`config.mk`:
```
export PLATFORM = sky130hd
export DESIGN_NAME = sync_fifo_param
export DESIGN_NICKNAME = d
export VERILOG_FILES = /design/src/rtl/fifo_pkg.sv /design/src/rtl/fifo_ram.sv /design/src/rtl/sync_fifo_param.sv
export SDC_FILE = /design/constraint.sdc
export NUM_CORES = 1
export LEC_CHECK = 0
export CORE_UTILIZATION = 35
export DETAILED_ROUTE_END_ITERATION = 6
export GPL_TIMING_DRIVEN = 0
export HOLD_SLACK_MARGIN = 0.08
export SKIP_CTS_REPAIR_TIMING = 1
export SYNTH_ARGS = -nofsm -noshare
export SYNTH_HDL_FRONTEND = slang
export SYNTH_SLANG_ARGS = --single-unit
```
`constraint.sdc`:
```
create_clock -name clk -period 5.6 [get_ports clk]
set_input_delay 0.56 -clock clk [delete_from_list [all_inputs] [get_ports clk]]
set_output_delay 0.56 -clock clk [all_outputs]
set_load 0.05 [all_outputs]
```
`src/rtl/fifo_pkg.sv`:
```
// fifo_pkg: constants and sizing helpers shared by the sync and async FIFO stages
package fifo_pkg;
   localparam int FIFO_DATA_W = 4;
   localparam int FIFO_DEPTH  = 4;

   function automatic int clog2(input int n);
      int r;
      r = 0;
      while ((1 << r) < n) r++;
      return r;
   endfunction

   function automatic bit is_pow2(input int n);
      return (n >= 1) && ((n & (n - 1)) == 0);
   endfunction
endpackage

```
`src/rtl/fifo_ram.sv`:
```
// fifo_ram: DEPTH x DATA_W register array, synchronous write, asynchronous read
module fifo_ram import fifo_pkg::*; #(
   parameter int DATA_W = FIFO_DATA_W,
   parameter int DEPTH  = FIFO_DEPTH,
   localparam int AW    = clog2(DEPTH)
) (
   input  logic              clk,
   input  logic              we,
   input  logic [AW-1:0]     waddr,
   input  logic [DATA_W-1:0] wdata,
   input  logic [AW-1:0]     raddr,
   output logic [DATA_W-1:0] rdata
);
   logic [DATA_W-1:0] mem_q [DEPTH];

   always_ff @(posedge clk)
      if (we) mem_q[waddr] <= wdata;

   assign rdata = mem_q[raddr];
endmodule

```
`src/rtl/sync_fifo_param.sv`:
```
// sync_fifo_param: single-clock parametrised FIFO with thresholds, occupancy,
// overflow/underflow pulses, synchronous flush and optional FWFT read mode
module sync_fifo_param import fifo_pkg::*; #(
   parameter int DATA_W    = FIFO_DATA_W,
   parameter int DEPTH     = FIFO_DEPTH,
   parameter int AF_THRESH = DEPTH - 1,
   parameter int AE_THRESH = 1,
   parameter bit FWFT      = 1'b0,
   localparam int AW       = clog2(DEPTH),
   localparam int CW       = AW + 1
) (
   input  logic              clk,
   input  logic              rst,
   input  logic              flush,
   input  logic              wr_en,
   input  logic [DATA_W-1:0] din,
   input  logic              rd_en,
   output logic [DATA_W-1:0] dout,
   output logic              full,
   output logic              empty,
   output logic              almost_full,
   output logic              almost_empty,
   output logic [CW-1:0]     count,
   output logic              overflow,
   output logic              underflow
);
   if (!is_pow2(DEPTH) || DEPTH < 2) begin : g_bad_depth
      $error("sync_fifo_param: DEPTH must be a power of two and at least 2");
   end
   if (AF_THRESH < 1 || AF_THRESH > DEPTH) begin : g_bad_af
      $error("sync_fifo_param: AF_THRESH must lie in 1..DEPTH");
   end
   if (AE_THRESH < 0 || AE_THRESH > DEPTH - 1) begin : g_bad_ae
      $error("sync_fifo_param: AE_THRESH must lie in 0..DEPTH-1");
   end

   localparam logic [CW-1:0] FULL_C = CW'(DEPTH);
   localparam logic [CW-1:0] AF_C   = CW'(AF_THRESH);
   localparam logic [CW-1:0] AE_C   = CW'(AE_THRESH);

   logic [AW-1:0]     wr_ptr_q, wr_ptr_d, rd_ptr_q, rd_ptr_d;
   logic [CW-1:0]     count_q, count_d;
   logic [DATA_W-1:0] dout_q, dout_d, rdata;
   logic              ovf_q, ovf_d, unf_q, unf_d, wr_ok, rd_ok;

   fifo_ram #(.DATA_W(DATA_W), .DEPTH(DEPTH)) u_ram (
      .clk   (clk),
      .we    (wr_ok),
      .waddr (wr_ptr_q),
      .wdata (din),
      .raddr (rd_ptr_q),
      .rdata (rdata)
   );

   // Flags decode only from the registered count, never from wr_en/rd_en.
   assign full         = count_q == FULL_C;
   assign empty        = count_q == '0;
   assign almost_full  = count_q >= AF_C;
   assign almost_empty = count_q <= AE_C;
   assign count        = count_q;
   assign overflow     = ovf_q;
   assign underflow    = unf_q;
   assign dout         = FWFT ? (empty ? '0 : rdata) : dout_q;

   always_comb begin
      wr_ok    = wr_en && !full && !flush;
      rd_ok    = rd_en && !empty && !flush;
      wr_ptr_d = flush ? '0 : wr_ptr_q + AW'(wr_ok);
      rd_ptr_d = flush ? '0 : rd_ptr_q + AW'(rd_ok);
      count_d  = flush ? '0 : count_q + CW'(wr_ok) - CW'(rd_ok);
      dout_d   = flush ? '0 : (rd_ok ? rdata : dout_q);
      ovf_d    = wr_en && full && !flush;
      unf_d    = rd_en && empty && !flush;
   end

   always_ff @(posedge clk or posedge rst)
      if (rst) begin
         wr_ptr_q <= '0;
         rd_ptr_q <= '0;
         count_q  <= '0;
         dout_q   <= '0;
         ovf_q    <= 1'b0;
         unf_q    <= 1'b0;
      end else begin
         wr_ptr_q <= wr_ptr_d;
         rd_ptr_q <= rd_ptr_d;
         count_q  <= count_d;
         dout_q   <= dout_d;
         ovf_q    <= ovf_d;
         unf_q    <= unf_d;
      end
endmodule

```
# [Yosys cells after proc, flatten, opt, wreduce, memory -nomap -nowiden]
# Memories as Yosys holds them, arrays and structs flattened.
# Index checks and enable logic that the tools add are counted.
[word_totals] ramBits=16 n_memories=1 elab_cells=34 ff_bits=13 output_inout_bits=13
[mem_list] name="u_ram.mem_q" depth=4 width=4 rd=1 rd_clocked_by_memory_dff=0 wr=1 line="fifo_ram.sv:14" text="logic [DATA_W-1:0] mem_q [DEPTH];"
[op_classes] reduce_logical=13 n_eq_ne=1 magnitude_cmp=2 addsub=4 n_mux=7
[op_table] operator="logical AND 1 bit" n=8
[op_table] operator="2-to-1 mux 4 bit" n=2
[op_table] operator="adder 2 x 1 -> 2 bit" n=2
[op_table] operator="2-to-1 mux 2 bit" n=2
[op_table] operator="adder 3 x 1 -> 3 bit" n=1
[op_table] operator="== test 3 bit (second input constant)" n=1
[op_table] operator=">= comparator 3 x 2 -> 1 bit (second input constant)" n=1
[op_table] operator="less-or-equal comparator 3 x 1 -> 1 bit (second input constant)" n=1
[op_table] operator="zero test 1 bit" n=3
[op_table] operator="zero test 3 bit" n=1
[op_table] operator="2-to-1 mux 3 bit" n=1
[op_table] operator="subtractor 3 x 1 -> 3 bit" n=1
[op_table] operator="2-to-1 mux 1 bit" n=2
[op_table] operator="nonzero test 2 bit" n=1

# [Depth between registers and ports, before layout]
# Gate-level depths: netlist (run 1).
[depth] word_depth=7 ltp_mapped=9 ltp_nobuf=9

# [By module]
# A second synthesis (run 1) with hierarchy kept.
[unflattened] cells_unflattened=95 hier_area_um2=1378.8
[modules_own_cells] mod="sync_fifo_param" area_per_inst_um2=762.0 cells_each=71 instances=1 seq_area_each_um2=325.3
[modules_own_cells] mod="fifo_ram" area_per_inst_um2=616.8 cells_each=24 instances=1 seq_area_each_um2=480.5

# [Worst setup path after synthesis (run 1)]
# No wires, ideal clock.
[synth_timing] path_type="reg-to-reg" startpoint="register count_q[2], in the netlist count[2]" endpoint="register count_q[2], in the netlist count[2]" arrival_ns=2.771 t_required_ns=5.468 period_less_slack_ns=2.903 slack_ns=2.697 stages_incl_launch_ff=10 n_path_buf=0 path_cell_list="dfrtp_1 -> nor3b_2 -> or2_2 -> ha_1 -> inv_1 -> ha_1 -> inv_1 -> fa_1 -> xnor2_1 -> nor2_1"
[synth_via] elab_chain_len=7
[synth_lines] element="start, declared" line="sync_fifo_param.sv:42" text="logic [CW-1:0] count_q, count_d;"
[synth_lines] element="start signal, assigned" line="sync_fifo_param.sv:87" text="count_q <= count_d;"
[synth_lines] element="== test 3 bit" line="sync_fifo_param.sv:56" text="assign full = count_q == FULL_C;"
[synth_lines] element="net full" line="sync_fifo_param.sv:19" text="output logic full,"
[synth_lines] element="zero test 1 bit" line="sync_fifo_param.sv:66" text="wr_ok = wr_en && !full && !flush;"
[synth_lines] element="logical AND 1 bit (2 in series)" line="sync_fifo_param.sv:66"
[synth_lines] element="adder 3 x 1 -> 3 bit" line="sync_fifo_param.sv:70" text="count_d = flush ? '0 : count_q + CW'(wr_ok) - CW'(rd_ok);"
[synth_lines] element="subtractor 3 x 1 -> 3 bit" line="sync_fifo_param.sv:70"
[synth_lines] element="2-to-1 mux 3 bit" line="sync_fifo_param.sv:70"
[synth_lines] element="net count_d[2]" line="sync_fifo_param.sv:42"
# The timed path passes the listed nets, and every way through them passes these cells.
# A chain may end at the register's enable or synchronous reset.

# [Worst setup path in the final report (run 1)]
[layout_timing] startpoint="register count_q[1], in the netlist count[1]" endpoint="output port empty"
[layout_via] elab_chain_len=1
[layout_lines] element="zero test 3 bit" line="sync_fifo_param.sv:57" text="assign empty = count_q == '0;"
[layout_lines] element="end, declared" line="sync_fifo_param.sv:20" text="output logic empty,"
# No other way between the ends.

==> flow_summary.json, run 1 <==
{
  "nets": 129,
  "vias_per_cell": 4.77,
  "seqPwrFrac": 0.402,
  "io_buffers": 21,
  "start_kind": "flop",
  "final.fill_count": 327,
  "wl_microns": 2230,
  "cp_slowest_cell": "clkdlybuf4s50_1",
  "rows": 21,
  "ir_drop_mv": 0.140,
  "status": "completed",
  "initialDrtViolationCount": 26,
  "die_h_microns": 62.4,
  "antenna_found_initial": 0,
  "endpoint_kind": "primary output",
  "final_common_cell": "clkdlybuf4s50_1",
  "dieWidth_microns": 62.4,
  "crit_buf_inv": 2,
  "place_hpwl_microns": 1580,
  "worstRegToRegCells": 9,
  "cts.path.max_buffers": 2,
  "cp_top_family": "buffers and inverters",
  "cp.required_ns": 5.04,
  "post_drt_wl_per_cell_microns": 14.0,
  "place_area_sq_um": 1540,
  "min_period_ns": 2.76,
  "synth.avg_cell_area_sq_um": 15.2,
  "finalHoldViolations": 0,
  "p_comb_frac": 0.427,
  "synth_area_sq_um": 1280,
  "skew_ns": 0.00981,
  "clk_pin_slew_ns": 0.09,
  "setup_tns_ns": 0,
  "start_util": 0.374,
  "dr_total_vias": 759,
  "max_freq_mhz": 362,
  "setup_viol": 0,
  "die_area_sq_um": 3890,
  "clockRootBuffer": "clkbuf_4",
  "slew_headroom": 0.227,
  "p_per_area_nw_per_um2": 430,
  "ys_ff_latch": 29,
  "syn_inst": 84,
  "final_area_sq_um": 1590,
  "layout_common_cells": "21 x clkdlybuf4s50_1, 16 x edfxtp_1, 13 x dfrtp_1, 8 x nor2b_1, 7 x ha_1",
  "synth.distinct_cells": 22,
  "leakagePower_uw": 0.000616,
  "arrival_ns": 2.20,
  "yosysSeqAreaShare": 0.631,
  "clkPwrFrac": 0.171,
  "ant_nets": 0,
  "route.detailed.drc": 0,
  "cp_slowest_stage_delay_ns": 0.80,
  "p_int_uw": 408,
  "final_max_slew_viol_count": 0,
  "rsz0062_at_grt": "no",
  "net-switching-power_uw": 277,
  "core_sq_um": 3420,
  "grt_pass1_wl_microns": 3880,
  "reg2reg_from": "count[1]",
  "worst_slew_pin_slew_ns": 1.14,
  "seqCellArea_sq_um": 806,
  "htreeDepth": 2,
  "grt_remaining_overflow": 0,
  "finish.utilization": 0.467,
  "hold_path.class": "in2async",
  "numCtsBuffers": 5,
  "rr_endpoint": "count[2]",
  "gp_congestion": 0.754,
  "cts_tree": "yes",
  "io_pins": 22,
  "clk_latency_ns": 0.32,
  "grt_max_degree": 14,
  "multiInputGateArea_sq_um": 444,
  "crit_type": "reg2out",
  "reg2reg_slack_ns": 3.04,
  "yosys_warnings": 0,
  "syn_nets": 101,
  "grt_pass1_vias": 815,
  "grt_usage": 0.136,
  "cp_cell_sequence": "or3_1 -> inv_1 -> clkdlybuf4s50_1",
  "diodes": 0,
  "clock_sinks": 29,
  "area_growth_pct": 24.9,
  "drv_cap": 0,
  "drive_gt1_frac": 0.106,
  "p_sw_frac": 0.405,
  "firstDrtPassIters": 3,
  "fin_crit_sh": 0.493,
  "cp_max_fo": 9
}
==> per-stage QoR <==
step,worst slack [ns],power (uW),std cells,hold WS (ns)
2_1_floorplan,2.70,481,84,0.437
3_3_place_gp,2.68,571,151,0.582
3_5_place_dp,2.62,576,151,0.604
4_1_cts,2.81,695,159,0.578
5_1_grt,2.74,726,159,0.591
6_report,2.84,685,159,0.564
==> kinds of logic (layout without fill, tap and decap cells) <==
kind of cell,count (synthesis),after routing,synth area share
xor gates and xnor gates,3,3,0.0206
buffers and inverters,7,36,0.0206
AOI/OAI and AO/OA,7,7,0.0490
and+or+nand+nor,26,26,0.124
muxes,4,4,0.0706
adders and majority gates,8,8,0.0843
DFF,29,29,0.631
==> synth_stat cells (all sizes together) <==
master  number  area share
edfxtp      16        0.38
dfrtp       13        0.25
nor2b        8       0.039
ha           7       0.069
inv          6       0.018
nor2         6       0.018
a32o         5       0.039
mux4         4       0.071
xnor2        3       0.021
nand2        2      0.0059
nor4         2      0.0098
nor4b        2       0.014
and2         1      0.0049
clkbuf       1      0.0029
fa           1       0.016
nand2b       1      0.0049
nor3b        1      0.0098
nor4bb       1      0.0078
o21ai        1      0.0039
o31ai        1      0.0059
or2          1      0.0049
or3          1      0.0049
==> layer usage <==
metal | routed length [microns] | global-route usage
met3 | 108 | 0.0566
met4 | 19 | 0.0610
met2 | 1070 | 0.209
met1 | 1030 | 0.168
met5 | 0 | 0
==> state kept, by name, indices dropped and copies added, names as in the netlist <==
register and count:
u_ram.mem_q 16, dout 4, count 3, rd_ptr_q 2, wr_ptr_q 2, overflow 1, underflow 1
==> area by class of cell <==
class,instances,area share
flip-flops and latches,29,0.505
multi-input cells,48,0.279
repair buffers,21,0.132
well taps,46,0.0361
clock buffers,7,0.0283
inverters,6,0.0141
clock inverters,1,0.00314
plain buffers,1,0.00235
==> how the worst max path moves through the flow <==
stage               startpoint        to  slack (ns)  depth (start not counted)
CTS                   count[1]     empty        2.81                          3
global route          count[1]     empty        2.74                          3
floorplan             count[2]  count[2]        2.70                          9
finish                count[1]     empty        2.84                          3
detailed placement       flush  count[2]        2.62                         10
global placement         flush  count[2]        2.68                         10
==> power by group through the flow <==
stage | Combinational, uW | Clock (uW) | Sequential [uW]
3_5_place_dp | 295 | 0 | 281
5_1_grt | 313 | 134 | 280
6_report | 292 | 117 | 276
2_1_floorplan | 151 | 0 | 330
3_3_place_gp | 291 | 0 | 281
4_1_cts | 295 | 123 | 277
Note: power is estimated with default switching activity, not from simulation.
==> run 2, diff against run 1 <==
clock period = 2.6 ns   (was 5.6 ns; I/O delays follow)
==> run 2 against run 1 <==
Sequential power rose by 120%. Sequential cell count is the same. Wire length up 2.7%. Count of clock-buffer cells in the layout decreased by 1. Final cell count stayed put. Hold slack worse by 0.32 ns. Clock skew increased by 0.0020 ns. First-iteration DRC count grew 77%. Core utilization is 1.6 points higher. Largest cell class unchanged. Largest power group unchanged.
==> flow_summary.json, run 2 (synthesized netlist as in run 1, its figures left out) <==
{
  "area_growth_pct": 29.1,
  "reg2reg_from": "count[1]",
  "final_common_cell": "clkdlybuf4s50_1",
  "grt_remaining_overflow": 0,
  "worstRegToRegCells": 9,
  "skew_ns": 0.0118,
  "p_sw_frac": 0.381,
  "seqPwrFrac": 0.369,
  "start_util": 0.374,
  "final_max_slew_viol_count": 0,
  "fin_crit_sh": 0.958,
  "endpoint_kind": "primary output",
  "slew_headroom": 0.253,
  "min_period_ns": 2.49,
  "core_sq_um": 3420,
  "grt_usage": 0.138,
  "grt_pass1_wl_microns": 3910,
  "vias_per_cell": 4.89,
  "crit_end": "empty",
  "clock_sinks": 29,
  "hold_path.class": "in2async",
  "whs_ns": 0.244,
  "firstDrtPassIters": 4,
  "layout_common_cells": "21 x clkdlybuf4s50_1, 16 x edfxtp_1, 10 x dfrtp_1, 8 x nor2b_1, 7 x ha_1",
  "grt_pass1_vias": 785,
  "cp_max_fo": 9,
  "dr_total_vias": 777,
  "cp.required_ns": 2.34,
  "io_pins": 22,
  "cts.path.max_buffers": 2,
  "arrival_ns": 2.23,
  "net-switching-power_uw": 623,
  "die_area_sq_um": 3890,
  "cts_tree": "yes",
  "finalHoldViolations": 0,
  "initialDrtViolationCount": 46,
  "rsz0062_at_grt": "no",
  "p_int_uw": 1010,
  "clk_latency_ns": 0.33,
  "clk_pin_slew_ns": 0.10,
  "crit_type": "reg2out",
  "clkPwrFrac": 0.236,
  "ant_nets": 0,
  "setup_viol": 0,
  "largest_register_ffs": 16,
  "io_buffers": 21,
  "startpoint": "count[1]",
  "p_comb_frac": 0.394,
  "drive_gt1_frac": 0.159,
  "route.detailed.drc": 0,
  "die_h_microns": 62.4,
  "ir_drop_mv": 0.339,
  "antenna_found_initial": 0,
  "gp_congestion": 0.693,
  "worst_slew_pin_slew_ns": 1.11,
  "leakagePower_uw": 0.000624,
  "status": "completed",
  "grt_max_degree": 14,
  "wl_microns": 2280,
  "nets": 129,
  "place_area_sq_um": 1550,
  "rr_endpoint": "count[2]",
  "rows": 21,
  "reg2reg_slack_ns": 0.24,
  "max_freq_mhz": 402,
  "numCtsBuffers": 5,
  "post_drt_wl_per_cell_microns": 14.4,
  "diodes": 0,
  "start_kind": "flop",
  "largest-register": "u_ram.mem_q",
  "drv_cap": 0,
  "clockRootBuffer": "clkbuf_4",
  "final_area_sq_um": 1650,
  "dieWidth_microns": 62.4,
  "p_per_area_nw_per_um2": 993,
  "place_hpwl_microns": 1620,
  "htreeDepth": 2
}
run 2: cell types whose count changed in the layout (fill, tap and decap cells not counted), sizes merged:
cell,change
clkbuf,-1
bufinv,+1
clkinvlp,+1
clkinv,-1
run 2: power groups by stage:
stage | Clock, uW | Combinational, uW | Sequential (uW)
6_report | 387 | 645 | 604
5_1_grt | 424 | 688 | 615
4_1_cts | 399 | 647 | 602
3_5_place_dp | 0 | 645 | 613
3_3_place_gp | 0 | 629 | 611
2_1_floorplan | 0 | 329 | 719
run 2: final cells by class:
type / count / area (sq um)
clock buffers: 6 / 51.3
clock inverters: 2 / 37.5
fillers: 303 / 1770
flip-flops and latches: 29 / 810
plain buffers: 1 / 3.75
multi-input cells: 48 / 455
inverters: 6 / 22.5
repair buffers: 21 / 210
well taps: 46 / 57.6
run 2: through the flow:
stage / TNS [ns] / utilization / instances / total power [uW] / worst slack [ns]
after global routing: 0 / 0.482 / 159 / 1730 / 0.0190
final: 0 / 0.482 / 159 / 1640 / 0.110
after floorplan: 0 / - / 84 / 1050 / 0.0950
after detailed placement: -0.179 / 0.455 / 151 / 1260 / -0.118
after global placement: -0.0352 / 0.455 / 151 / 1240 / -0.0352
after CTS: 0 / 0.481 / 159 / 1650 / 0.000179
run 2: how the worst min path moves through the flow:
stage / from / to
after floorplan: rst / dout[0]
after global placement: wr_ptr_q[1] / wr_ptr_q[1]
after detailed placement: count[0] / overflow
after CTS: rst / underflow
after global routing: rst / dout[0]
final: rst / underflow
run 2: layer usage:
metal	global-route usage	share of wire
met5	0	0
met1	0.154	0.42
met3	0.0657	0.085
met2	0.224	0.48
met4	0.0640	0.014
run 2: worst max-delay path, cell delays in order (launching register included):
cell             delay [ns]
dfrtp_2                0.50
or3_1                  0.48
inv_1                  0.11
clkdlybuf4s50_1        0.81
==> run 3, diff against run 2 <==
CORE_UTILIZATION = 41   (was 35)
==> run 3 against run 2 <==
The flow now finishes with violations (DRC). Combinational power is 0.9% lower. Global-route usage is 2.9 points higher. Core utilization is 7.5 points higher. Hold slack better by 0.0078 ns. Critical path depth stayed put. Count of clock-buffer cells in the layout stayed put. Maximum frequency is 1.8% higher. Critical path type unchanged. Critical endpoint unchanged. Largest cell class unchanged. Largest power group unchanged.
==> flow_summary.json, run 3 (synthesized netlist as in run 1, its figures left out) <==
{
  "drv_cap": 0,
  "cp_slowest_cell": "clkdlybuf4s50_1",
  "firstDrtPassIters": 6,
  "grt_pass1_wl_microns": 3950,
  "place_hpwl_microns": 1600,
  "arrival_ns": 2.19,
  "diodes": 0,
  "htreeDepth": 2,
  "power.total_uw": 1490,
  "post_drt_wl_per_cell_microns": 15.2,
  "grt_max_degree": 14,
  "crit_type": "reg2out",
  "core_sq_um": 2850,
  "largest_register_ffs": 16,
  "min_period_ns": 2.45,
  "final_area_sq_um": 1590,
  "finalHoldViolations": 0,
  "largest-register": "u_ram.mem_q",
  "grt_usage": 0.167,
  "cp_max_fo": 9,
  "dr_total_vias": 773,
  "p_per_area_nw_per_um2": 938,
  "ir_drop_mv": 0.417,
  "cp_top_family": "buffers and inverters",
  "clk_latency_ns": 0.32,
  "cp.required_ns": 2.34,
  "endpoint_kind": "primary output",
  "initialDrtViolationCount": 24,
  "clk_pin_slew_ns": 0.09,
  "grt_remaining_overflow": 0,
  "setup_tns_ns": 0,
  "fin_crit_sh": 0.941,
  "rows": 19,
  "cts_tree": "yes",
  "final_common_cell": "clkdlybuf4s50_1",
  "whs_ns": 0.252,
  "final.fill_count": 255,
  "hold_path.class": "in2async",
  "numCtsBuffers": 5,
  "place_ws_ns": -0.0430,
  "grt_pass1_vias": 824,
  "clockRootBuffer": "clkbuf_4",
  "startpoint": "count[1]",
  "worst_slew_pin_slew_ns": 1.05,
  "finalWorstSetupSlack_ns": 0.154,
  "leakagePower_uw": 0.000612,
  "cts.path.max_buffers": 2,
  "setup_viol": 0,
  "cp_slowest_stage_delay_ns": 0.80,
  "wl_microns": 2190,
  "area_growth_pct": 24.7,
  "die_area_sq_um": 3340,
  "clock_sinks": 29,
  "reg2reg_from": "count[1]",
  "route.detailed.drc": 5,
  "place_area_sq_um": 1540,
  "drive_gt1_frac": 0.150,
  "dieWidth_microns": 57.8,
  "cp_cell_sequence": "or3_1 -> inv_1 -> clkdlybuf4s50_1",
  "violations": "DRC",
  "die_h_microns": 57.8,
  "skew_ns": 0.00851,
  "io_pins": 22,
  "crit_buf_inv": 2,
  "ant_nets": 0,
  "max_freq_mhz": 409,
  "nets": 129,
  "rsz0062_at_grt": "no",
  "io_buffers": 21,
  "layout_common_cells": "21 x clkdlybuf4s50_1, 16 x edfxtp_1, 10 x dfrtp_1, 8 x nor2b_1, 7 x ha_1",
  "status": "finished, violations left",
  "slew_headroom": 0.287,
  "gp_congestion": 0.708,
  "final_max_slew_viol_count": 0,
  "vias_per_cell": 5.37,
  "start_kind": "flop",
  "start_util": 0.447,
  "antenna_found_initial": 0
}
[run 3: final timing paths]
kind / to / slack (ns) / cells after the start
max in group asynchronous: count[0] / 1.98 / 2
worst max register to register: count[2] / 0.27 / 9
worst min register to register: overflow / 0.60 / 1
min in group clk: u_ram.mem_q[0][0] / 0.58 / 1
worst max-delay path: empty / 0.15 / 3
worst min-delay path: underflow / 0.25 / 2
[run 3: per-layer routing]
layer  global-route usage  routed length [microns]  share of wire  up-vias
met4               0.0612                       36          0.016        0
met1                0.202                      950           0.43      375
met2                0.271                     1050           0.48       24
li1                     -                        -              -      368
met5                    0                        0              0        -
met3               0.0670                      148          0.068        6
[run 3: power by group]
group	switching, uW	internal (uW)
Combinational	395	244
Sequential	63.9	540
Clock	147	103
[run 3: layout make-up]
cell class	instances	area [sq um]	share of cell area
Buffer	1	3.75	0.00236
Multi-Input combinational cell	48	455	0.286
Tap cell	31	38.8	0.0244
Clock buffer	6	41.3	0.0259
Inverter	6	22.5	0.0142
Timing Repair Buffer	21	210	0.132
Sequential cell	29	810	0.509
Clock inverter	2	10.0	0.00629
[run 3: per-stage QoR]
stage               cells  utilization
CTS                   144        0.556
finish                144        0.558
global placement      136        0.538
floorplan              84            -
detailed placement    136        0.538
global route          144        0.558
==> RTL edit 1: new RTL, config.mk and constraints of run 3 <==
The parameter `FWFT` goes from 1'b0 to 1'b1.
--- a/src/rtl/sync_fifo_param.sv
+++ b/src/rtl/sync_fifo_param.sv
@@ -6,5 +6,5 @@
    parameter int AF_THRESH = DEPTH - 1,
    parameter int AE_THRESH = 1,
-   parameter bit FWFT      = 1'b0,
+   parameter bit FWFT      = 1'b1,
    localparam int AW       = clog2(DEPTH),
    localparam int CW       = AW + 1
Check against the original RTL: not equivalent (Yosys sat finds a counterexample within 4 cycles, from zero or initial values and one cycle with rst high).
==> RTL edit 1 against run 3 <==
  * Clock power shrank 35%
  * Critical path type unchanged
  * Cell area down 10%
  * Power is 8.3% lower
  * Worst hold slack got worse by 0.051 ns
  * Combinational power is 8.5% higher
  * First-iteration DRC count down 46%
  * Highest routed layer unchanged
  * Area after synthesis down 11%
  * Register-to-register slack worse by 0.09 ns
  * Routed wire length decreased by 17%
  * Largest power group unchanged
  * Global-route usage is 2.2 points lower
  * Critical endpoint is now dout[2]
  * Setup slack got worse by 0.060 ns
  * Die area fell by 11%
  * Sequential cell count decreased by 4
==> RTL edit 1: results (changes against run 3) <==
reg-to-reg endpoint count[2] (unchanged); max reg flops 16 (unchanged); Reg with most FFs u_ram.mem_q (unchanged); Leak 0.000570 µW (was 0.000612 µW); Post-DP Area 0.00140 mm² (was 0.00154 mm²); P_int 778 µW (was 886 µW); setup total negative slack 0 ns (unchanged); ant diodes 0 (unchanged); gpl congestion 0.725 (was 0.708); Setup WS pre-CTS -0.121 ns (was -0.0430 ns); total track usage 14.5% (was 16.7%); CP Max Fanout 5 (was 9); first-pass GRT wire length 2830 µm (was 3950 µm); Root Buffer clkbuf_4 (unchanged); CTS clk-pin slew, worst paths 0.12 ns (was 0.09 ns); sequential share of the synthesized area 62.0% (was 63.1%); Ys Warns 0 (unchanged); Async SR Flop Fraction 36.0% (was 44.8%); number of different library cells in the post-synthesis netlist 20 (was 22); FF-to-FF path depth 10 (was 9); Pre-antenna DRT Iters 4 (was 6); peak supply drop 0.609 mV (was 0.417 mV); Critical Path End dout[2] (was empty); CTS max path bufs 2 (unchanged); Iter 0 DRT Violations 13 (was 24); htree depth 1 (was 2); port bufs 21 (unchanged); Worst-Skew Late Latency 0.30 ns (was 0.32 ns); Vias/cell 5.00 (was 5.37); status complete, no violations (was complete, but fails checks); nets 117 (was 129); Peak Freq 0.399 GHz (was 0.409 GHz); Worst Skew 0.000987 ns (was 0.00851 ns); Post-synth top cells edfxtp_1 (16), dfrtp_1 (9), ha_1 (7), nor2_1 (7), inv_1 (6) (was edfxtp_1 (16), dfrtp_1 (13), nor2b_1 (8)); Routed WL per cell 14.1 µm (was 15.2 µm); Main synth FF type edfxtp_1 (unchanged); hpwl dp 1330 µm (was 1600 µm); reg2reg start count[1] (unchanged); largest net degree at the start of global routing 14 (unchanged); Slew HR 24.1% (was 28.7%); flop-to-flop setup slack 0.18 ns (was 0.27 ns); vias in the first global route 601 (was 824); CTS buffer count 3 (was 5); class of the worst hold path in -> async (unchanged); antenna violations before repair 0 (unchanged); Syn Nets 91 (was 101); share of layout cells above drive strength 1 9.09% (was 15.0%); Post-synth EDFFs 16 (unchanged); Flop pwr share 37.5% (was 40.4%); synth top area cells edfxtp_1 (42%), dfrtp_1 (20%), mux4_1 (9.2%) (was edfxtp_1 (38%), dfrtp_1 (25%), mux4_2 (7.1%)); Critical Path Source rd_ptr_q[0] (was count[1])
RTL edit 1: cell count changes in the layout (fill, tap and decap cells not counted), moves of 2 or more:
cell             change
clkinv_2             -2
and2_1               +3
dfrtp_1              -4
clkbuf_4             -2
mux4_2               -4
clkdlybuf4s50_1      -2
mux4_1               +4
a32o_1               -4
dlymetal6s2s_1       +2
nor2b_1              -5
RTL edit 1: worst max-delay path, cell delays in order (launching register included):
cell and delay, ns:
dfrtp_1 0.50, mux4_1 0.57, and2_1 0.17, clkdlybuf4s50_1 0.69
RTL edit 1: area by class of cell:
type / count / area [µm²]
flip-flops and latches: 25 / 709
well taps: 30 / 37.5
clock buffers: 4 / 26.3
fillers: 218 / 1110
inverters: 6 / 26.3
multi-input cells: 43 / 415
repair buffers: 21 / 215
RTL edit 1: worst min path at each step:
stage / from / end / slack (ns) / cells past startpoint
6_report: rst / underflow / 0.20 / 2
2_1_floorplan: rst / overflow / 0.09 / 1
3_5_place_dp: rst / underflow / 0.56 / 2
3_3_place_gp: rst / overflow / 0.55 / 2
5_1_grt: rst / wr_ptr_q[0] / 0.24 / 2
4_1_cts: rst / wr_ptr_q[0] / 0.21 / 2
RTL edit 1: cells by family (layout without fill, tap and decap cells):
kind of cell | count (synthesis) | count (layout) | share of synthesized area, %
simple gates | 26 | 26 | 13.6
fa+ha+maj | 8 | 8 | 9.46
mux | 4 | 4 | 9.24
buf+inv | 6 | 31 | 1.98
flops | 25 | 25 | 62.0
xor+xnor | 3 | 3 | 2.31
compound gates | 2 | 2 | 1.32
RTL edit 1: power by group through the flow:
stage / registers (µW) / clock network (µW) / logic, µW
4_1_cts: 515 / 170 / 704
3_3_place_gp: 522 / 0 / 697
5_1_grt: 522 / 183 / 742
3_5_place_dp: 524 / 0 / 701
2_1_floorplan: 582 / 0 / 421
6_report: 513 / 162 / 693
RTL edit 1: through the flow:
stage | hold slack [ns] | cells | power, µW | utilization, %
after floorplan | 0.0877 | 74 | 1000 | -
after global placement | 0.545 | 125 | 1220 | 55.0
after detailed placement | 0.558 | 125 | 1220 | 55.0
after CTS | 0.211 | 129 | 1390 | 56.0
after global routing | 0.236 | 129 | 1450 | 56.2
final | 0.201 | 129 | 1370 | 56.2
RTL edit 1: routing by layer:
layer	vias to the layer above	part of all wire, %	global-route usage [%]
met5	-	0	0
met4	0	0.77	2.56
met3	2	5.0	6.11
met2	15	44	23.1
met1	306	50	18.5
li1	322	-	-
==> RTL edit 2: new RTL, flow settings as in run 3 <==
Without the edit above. Reset style: synchronous (`rst`), changed in one clocked block. Comments in the files are not updated.
--- a/src/rtl/sync_fifo_param.sv
+++ b/src/rtl/sync_fifo_param.sv
@@ -74,5 +74,5 @@
    end
 
-   always_ff @(posedge clk or posedge rst)
+   always_ff @(posedge clk)
       if (rst) begin
          wr_ptr_q <= '0;
Behaviour: differs if rst is asserted again (counterexample within 4 cycles, from zero or initial values and one cycle with rst high); with rst held inactive, the same outputs for 10 cycles.
==> RTL edit 2 against run 3 <==
  * Cell area is 3.7% lower
  * Area after synthesis is 4.1% lower
  * Clock skew hardly changed
  * Routed wire length is 5.0% lower
  * Sequential cell count stayed put
  * Setup slack better by 0.051 ns
  * Maximum frequency is 2.1% higher
Power is not compared: it rests on default switching activity, and its combinational part moved more than twofold at a synthesized area within 25%.
==> RTL edit 2: results (changes against run 3) <==
routed wl met3 133 µm (was 148 µm); CTS buffer count 5 (unchanged); flop-to-flop setup slack 0.24 ns (was 0.27 ns); Root Buffer clkbuf_4 (unchanged); reg-to-reg endpoint count[2] (unchanged); peak supply drop 0.410 mV; CTS max path bufs 2 (unchanged); Via Count 765 (was 773); status complete, no violations (was complete, but fails checks); FF-to-FF path depth 10 (was 9); Worst Skew 0.00876 ns (was 0.00851 ns); Async SR Flop Fraction 0% (was 44.8%); nets 133 (was 129); share of layout cells above drive strength 1 16.2% (was 15.0%); post-synth top area share 39.3% (was 37.6%); first-pass GRT wire length 3460 µm (was 3950 µm); Hold WS 0.451 ns (was 0.252 ns); Post-synth top cells edfxtp_1 (16), dfxtp_1 (13), ha_1 (7) (was edfxtp_1 (16), dfrtp_1 (13), nor2b_1 (8)); Final Routed Wirelength 2080 µm (was 2190 µm); DRT met1 WL 1010 µm (was 950 µm); Syn Nets 105 (was 101); class of the worst hold path reg -> reg (was in -> async); CP Max Fanout 7 (was 9); critical path arrival 2.13 ns (was 2.19 ns); vias in the first global route 727 (was 824); number of different library cells in the post-synthesis netlist 24 (was 22); Worst Tran Pin Value 0.608 ns (was 1.05 ns); largest net degree at the start of global routing 11 (was 14); total track usage 15.2% (was 16.7%); Iter 0 DRT Violations 20 (was 24); antenna violations before repair 0 (unchanged)
RTL edit 2: worst max path at each step:
| stage | depth (start not counted) | start | slack [ns] | end |
|---|---|---|---|---|
| after floorplan | 10 | count[2] | 0.10 | count[2] |
| after global placement | 10 | flush | -0.02 | count[2] |
| after detailed placement | 10 | flush | -0.005 | count[2] |
| after CTS | 4 | count[1] | 0.19 | empty |
| after global routing | 4 | count[1] | 0.07 | empty |
| final | 4 | count[1] | 0.21 | empty |
RTL edit 2: worst min-delay path, delay by kind of cell (launching register included):
| kind | cells | cell delay, ns |
|---|---|---|
| flip-flops | 1 | 0.32 |
| AND/OR/NAND/NOR | 1 | 0.05 |
| AO/OA/AOI/OAI | 1 | 0.05 |
RTL edit 2: cells by family (layout without fill, tap and decap cells):
kind of cell	Yosys count	after routing	share of synthesized area [%]
DFF	29	29	60.5
muxes	4	4	7.36
buffers and inverters	9	38	3.48
AOI/OAI and AO/OA	6	6	2.86
adders and majority gates	8	8	8.79
xor gates and xnor gates	3	3	2.15
and+or+nand+nor	29	29	14.8
RTL edit 2: metrics by stage:
stage                     cell area, µm²  cells  util, %  worst slack, ns
final                               1530    148     55.1            0.205
after global routing                1530    148     55.1           0.0737
after CTS                           1530    148     55.1            0.186
after detailed placement            1480    140     53.3         -0.00470
after global placement              1480    140     53.3          -0.0235
after floorplan                     1230     88        -            0.104
RTL edit 2: power by group:
group	internal (µW)	switching [µW]	total (µW)
Combinational	34.6	45.9	80.6
Sequential	490	4.84	495
Clock	97.5	154	252
Total	622	205	827
RTL edit 2: metal layers:
layer / GRT usage [%] / up-vias
met4: 6.27 / 0
met5: 0 / -
li1: - / 375
met2: 22.0 / 23
met3: 6.91 / 5
met1: 19.7 / 362
RTL edit 2: final cells by class:
| type | instances | area, µm² |
|---|---|---|
| fill | 267 | 1250 |
| timing repair buffer | 21 | 210 |
| clock inverter | 3 | 12.5 |
| clock buffer | 5 | 37.5 |
| sequential | 29 | 744 |
| multi-input combinational | 50 | 447 |
| buffer | 3 | 18.8 |
| inverter | 6 | 23.8 |
| tap | 31 | 38.8 |
